==> src/rtl/rco_captura.sv <==
// Event capture stage for contador16bits: snapshots Q with a mask of rising
// carries on each RCO edge and buffers the records in a small FWFT FIFO.
module rco_captura #(
  parameter int DEPTH = 4,
  parameter int DROPW = 8
) (
  input  logic                     clk,
  input  logic                     reset,
  input  logic                     enb,
  input  logic [15:0]              Q,
  input  logic [3:0]               RCO,
  input  logic                     rd_ready,
  output logic                     rd_valid,
  output logic [19:0]              rd_data,
  output logic [$clog2(DEPTH):0]   nivel,
  output logic [15:0]              evt_cnt,
  output logic [DROPW-1:0]         drop_cnt,
  output logic                     ovf
);

  localparam int AW = $clog2(DEPTH);
  localparam logic [AW:0] FULL_LVL = (AW+1)'(DEPTH);

  logic [19:0]   mem [DEPTH];
  logic [AW-1:0] wr_ptr;
  logic [AW-1:0] rd_ptr;
  logic [3:0]    rco_prev;
  logic [3:0]    rise;
  logic          evt;
  logic          full;
  logic          pop;
  logic          push;
  logic          drop;

  assign rise = RCO & ~rco_prev;
  assign evt  = enb & (|rise);
  assign full = (nivel == FULL_LVL);
  assign pop  = rd_valid & rd_ready;
  // A full FIFO still accepts a record when the head leaves in the same cycle.
  assign push = evt & (~full | pop);
  assign drop = evt & full & ~pop;

  assign rd_valid = (nivel != '0);
  assign rd_data  = rd_valid ? mem[rd_ptr] : 20'h0;

  always_ff @(posedge clk) begin
    if (!reset && push) begin
      mem[wr_ptr] <= {rise, Q};
    end
  end

  // Loading rco_prev from RCO during reset masks carries already high at release.
  always_ff @(posedge clk) begin
    if (reset) begin
      rco_prev <= RCO;
      wr_ptr   <= '0;
      rd_ptr   <= '0;
      nivel    <= '0;
      evt_cnt  <= '0;
      drop_cnt <= '0;
      ovf      <= 1'b0;
    end else begin
      rco_prev <= RCO;
      if (push) begin
        wr_ptr <= wr_ptr + AW'(1);
      end
      if (pop) begin
        rd_ptr <= rd_ptr + AW'(1);
      end
      if (push && !pop) begin
        nivel <= nivel + (AW+1)'(1);
      end else if (pop && !push) begin
        nivel <= nivel - (AW+1)'(1);
      end
      if (evt) begin
        evt_cnt <= evt_cnt + 16'd1;
      end
      if (drop) begin
        ovf <= 1'b1;
        if (drop_cnt != '1) begin
          drop_cnt <= drop_cnt + DROPW'(1);
        end
      end
    end
  end

endmodule

==> config.mk <==
export PLATFORM = sky130hd
export DESIGN_NAME = rco_captura
export DESIGN_NICKNAME = d
export VERILOG_FILES = /design/src/rtl/rco_captura.sv
export SDC_FILE = /design/constraint.sdc
export NUM_CORES = 1
export LEC_CHECK = 0
export CAP_MARGIN = 20
export CORE_ASPECT_RATIO = 1.25
export CORE_MARGIN = 5
export CORE_UTILIZATION = 35
export DETAILED_ROUTE_END_ITERATION = 8
export SYNTH_ARGS = -nofsm -noshare
export SYNTH_HDL_FRONTEND = slang
export SYNTH_SLANG_ARGS = --single-unit
==> constraint.sdc <==
create_clock -name clk -period 5.8 [get_ports clk]
set_input_delay 0.58 -clock clk [delete_from_list [all_inputs] [get_ports clk]]
set_output_delay 0.58 -clock clk [all_outputs]
set_load 0.01 [all_outputs]
== Yosys cells after proc, flatten, opt, wreduce, memory -nomap -nowiden ==
Memories as Yosys holds them, arrays and structs flattened. A register that Yosys moved wholly into a read port is not among the register bits.
Cells that the tools add are included.
Storage, ports and cells
  bits of input ports: 24
  bits in registers: 36
  memories: 1
  RAM bits: 80
  logic and storage cells: 43
Cells by class
  mux-type cells: 7
  bitwise logic cells: 10
  add/subtract/negate cells: 6
  eq/ne operators: 2
  reduce and logical (&&, ||, !) cells: 10
Memories
  mem: depth 4, width 20, rd ports 1, clocked after memory_dff 1, write ports 1, line 24  | logic [19:0] mem [DEPTH];
Operator list (count)
  $mux 20: 1
  $add 16x1->16 const B: 1
  $add 8x1->8 const B: 1
  $ne 8x8->1 const B: 1
  $mux 3: 2
  $and 1x1->1: 5
  $add 2x1->2 const B: 2
  $and 4x4->4: 1
  $mux 2: 2
  $not 4->4: 1
  $reduce_or 4->1: 1
  $add 3x1->3 const B: 1
  $eq 3x3->1 const B: 1
  $logic_and 1x1->1: 3
  $logic_not 1->1: 3
  $reduce_bool 3->1: 1
  $sub 3x1->3 const B: 1
  $mux 1: 2
  $not 1->1: 2
  $reduce_and 2->1: 1
  $reduce_bool 2->1: 1
  $or 1x1->1: 1

== Depth between registers and ports, before layout ==
  depth after elaboration: 9
  gate-level depth with buffers: 9

== Worst setup path after synthesis ==
OpenSTA, ideal clock, no wires.
  kind: input to register
  from: in RCO[3]
  to: reg nivel[2]
  arrival time: 2413 ps
  stages: 9
  path slack: 3317 ps
  buffers on the path: 0
  path through: nor2b_1 > o41ai_4 > nor2b_1 > ha_1 > inv_1 > fa_1 > xor2_1 > or3_1 > a21oi_1
On the way
  cells in the longest elaborated chain, start to end: 7
  elaborated cells between the ends (all ways): 9
  classes of those cells: mux: 1; bitwise: 3; reduce/logical: 5
Ends and longest elaborated chain
  from (decl): line 11  | input logic [3:0] RCO,
  $and 4x4->4 *: line 35  | assign rise = RCO & ~rco_prev;
  $reduce_or 4->1 *: line 36  | assign evt = enb & (|rise);
  $and 1x1->1 *: line 36
  $and 1x1->1 *: line 40  | assign push = evt & (~full | pop);
  $logic_not 1->1: line 72  | end else if (pop && !push) begin
  $logic_and 1x1->1: line 72
  $reduce_bool 2->1 (no source line)
  to (signal assigned): line 71  | nivel <= nivel + (AW+1)'(1);
  to (signal assigned): line 73  | nivel <= nivel - (AW+1)'(1);
  to (decl): line 15  | output logic [$clog2(DEPTH):0] nivel,
Mark *: on every way between the ends. The rest lies on a longest branch, timed or not.
A chain may end at the register's enable or synchronous reset.

==> summary.md <==
| Metric | Value |
|---|---|
| Antenna violations before repair | 0 |
| Nets | 437 |
| Post-Syn Area | 4930 sq um |
| Max Slew Vio Count | 0 |
| First-pass DRT Iterations | 4 |
| Max cap viols | 0 |
| CP required | 5.22 ns |
| Dpl cells | 559 |
| Comb power frac | 21.5% |
| Total negative setup slack | 0 ns |
| Max frequency | 323.8 MHz |
| ANT cells | 0 |
| Synth unique cells | 41 |
| Port Buffers | 72 |
| I/O Pins | 73 |
| Total Wirelength | 9891 microns |
| Ys flop type | edfxtp_1 |
| Fin crit share | 53.25% |
| Gpl congestion | 0.7492 |
| TritonCTS buffer count | 17 |
| Fillers | 1233 |
| Area grow syn2layout | 32.56% |
| Register share of total power | 35.2% |
| Power Internal | 2.122 mW |
| Min Clock Period, post-route | 3.088 ns |
| Most frequent cells in the layout | 80 x edfxtp_1, 72 x clkdlybuf4s50_1, 38 x dfxtp_1, 25 x and2_1, 20 x mux4_2 |
| Max-slew headroom | 30.31% |
| Most common cell after layout, fill and taps aside | edfxtp_1 |
| EDFF count, synth | 80 |
| DR WL/cell | 16.68 microns |
| # rows | 48 |
| Final Skew | 0.005722 ns |
| Status | finished clean |
| Worst Setup End Kind | output pin |
| Max Root-Sink Buffers | 2 |
| IR Drop Worst-Case VDD | 0.0002637 V |
| Fin util | 47.31% |
| Vias | 2973 |
| Leakage Power | 2.157 nW |
| Synth Warn # | 0 |
| Synth Net Count | 359 |
| NetSw | 0.6502 mW |
| CTS clk-pin slew, worst paths | 0.05 ns |
| Vias in the first global route | 3129 |
| GRT Overall Usage | 12.98% |
| RSZ-0062 raised after global routing | no |
| Die area | 16570 sq um |
| Core ar. | 13810 sq um |
| Cells after synthesis | 327 |
| Number of DRC markers in iteration 0 | 90 |
| First-pass GRT wire length | 16280 microns |
| Die height | 142.7 microns |
| Clk_lat worst skew | 0.41 ns |
| Worst Path Arrival | 2.51 ns |
| CTS tree | yes |
| Startpoint Class | flop |
| CTS Sinks | 118 |
| Post_cts resized | 0 |
| Initial core utilization | 35.69% |
| CTS H-tree depth | 4 |
| Post-route DRC violation count | 0 |
| Kind of critical path | flop to output pin |
| Root buffer cell | clkbuf_16 |
| Final hold vios | 0 |
| Setup bufs post-CTS | 0 |
| Largest net degree at the start of global routing | 43 |
| Power per cell area | 424.2 nW/um^2 |
| Final global-route overflow total | 0 |
| Finished Layout Cells | 593 |
| Slew @ Worst Pin | 1.044 ns |
| Worst Hold Class | flop to flop |
| Syn_area_per_cell | 15.08 sq um |
| Final setup viols | 0 |
| Clk network pwr share | 43.4% |
| Sw frac | 23.46% |
| Vias/cell | 5.013 |
| FF+latch count, synth | 118 |
| DP HPWL | 6353 microns |
| Worst Path Max Fanout | 20 |
| Hold-fix buffers at CTS | 0 |
| Post-Layout Inst Area | 6535 sq um |
| Sequential element share of the synthesized area | 64.16% |
| Pwr Total | 2.772 mW |
| Share of cells above drive strength 1 | 15.79% |
| Die X | 116.2 microns |
| ANT nets after route | 0 |
| Async SR Flop Fraction | 0% |
| Placed Area | 5797 sq um |
-- through the flow --
step	worst slack (ns)	hold slack, ns
after floorplan	3.317	0.4818
after global placement	2.489	0.4764
after detailed placement	2.336	0.4845
after CTS	2.656	0.5007
after global routing	2.593	0.5264
final	2.712	0.4937
-- cells in the mapped netlist, types with 2 or more instances --
master / number / area share (%)
ha_1: 7 / 1.8
nand2b_1: 5 / 0.63
nor2_1: 16 / 1.2
buf_2: 4 / 0.41
dfxtp_1: 38 / 15
or3_1: 4 / 0.51
nand2_1: 6 / 0.46
o21ai_0: 3 / 0.30
buf_4: 2 / 0.30
nor2b_1: 7 / 0.89
mux2i_1: 4 / 0.81
a21oi_1: 16 / 1.6
inv_1: 5 / 0.38
and2_1: 25 / 3.2
o31ai_1: 13 / 2.0
or4_1: 13 / 2.0
o21ba_2: 2 / 0.41
xor2_1: 5 / 0.89
buf_6: 2 / 0.46
mux4_2: 20 / 9.1
edfxtp_1: 80 / 49
mux2_1: 6 / 1.4
nor2b_2: 2 / 0.36
nor4_1: 3 / 0.38
nand4_1: 4 / 0.51
and4_1: 3 / 0.53
clkbuf_1: 9 / 0.69
nand3_1: 9 / 0.91
nor4_4: 2 / 0.86
-- layout make-up --
class	count	area (sq um)	area share (%)
repair buffers	77	798.3	12.22
flip-flops and latches	118	3163	48.40
clock buffers	17	425.4	6.510
clock inverters	15	257.7	3.944
multi-input cells	186	1653	25.29
inverters	5	18.77	0.2872
well taps	175	219.0	3.351
-- state kept, by name, indices dropped and copies added (netlist names), named ones only --
| signal | flops |
|---|---|
| drop_cnt | 8 |
| rd_ptr | 2 |
| wr_ptr | 2 |
| ovf | 1 |
| mem | 80 |
| nivel | 3 |
| rco_prev | 4 |
| evt_cnt | 16 |
-- cells by family (layout without fill, tap and decap cells) --
group           count (synthesis)  after routing  share of synthesized area (%)
compound gates                 38             38                          5.305
xor+xnor                        5              5                         0.8883
fa+ha+maj                       8              8                          2.183
buf+inv                        23            114                          2.309
flops                         118            118                          64.16
mux                            30             30                          11.32
simple gates                  105            105                          13.83
-- critical path: stages (launching register included) --
cell and delay [ns]:
dfxtp_1 1.00, mux4_2 0.44, and2_1 0.18, clkdlybuf4s50_1 0.48
-- metal layers --
metal / global-route usage (%) / vias up / routed length, microns
li1: - / 1418 / -
met1: 15.41 / 1455 / 4168
met2: 20.82 / 85 / 4859
met3: 4.875 / 15 / 654
met4: 6.048 / 0 / 209
met5: 0 / - / 0
-- path summary, 6_finish.rpt --
kind / end / slack, ns / start / depth (start not counted)
setup / recovery: rd_data[16] / 2.71 / flop / 3
hold / removal: ovf / 0.49 / ovf / 1
setup reg to reg: nivel[2] / 3.22 / nivel[0] / 8
hold reg to reg: ovf / 0.49 / ovf / 1
-- power groups by stage --
stage / Sequential (mW) / Clock, mW / Combinational, mW
after floorplan: 0.982 / 0 / 0.345
after global placement: 0.993 / 0 / 0.601
after detailed placement: 0.993 / 0 / 0.608
after CTS: 0.977 / 1.23 / 0.609
after global routing: 0.981 / 1.28 / 0.663
final: 0.975 / 1.20 / 0.595
Note: power is estimated with default switching activity, not from simulation.
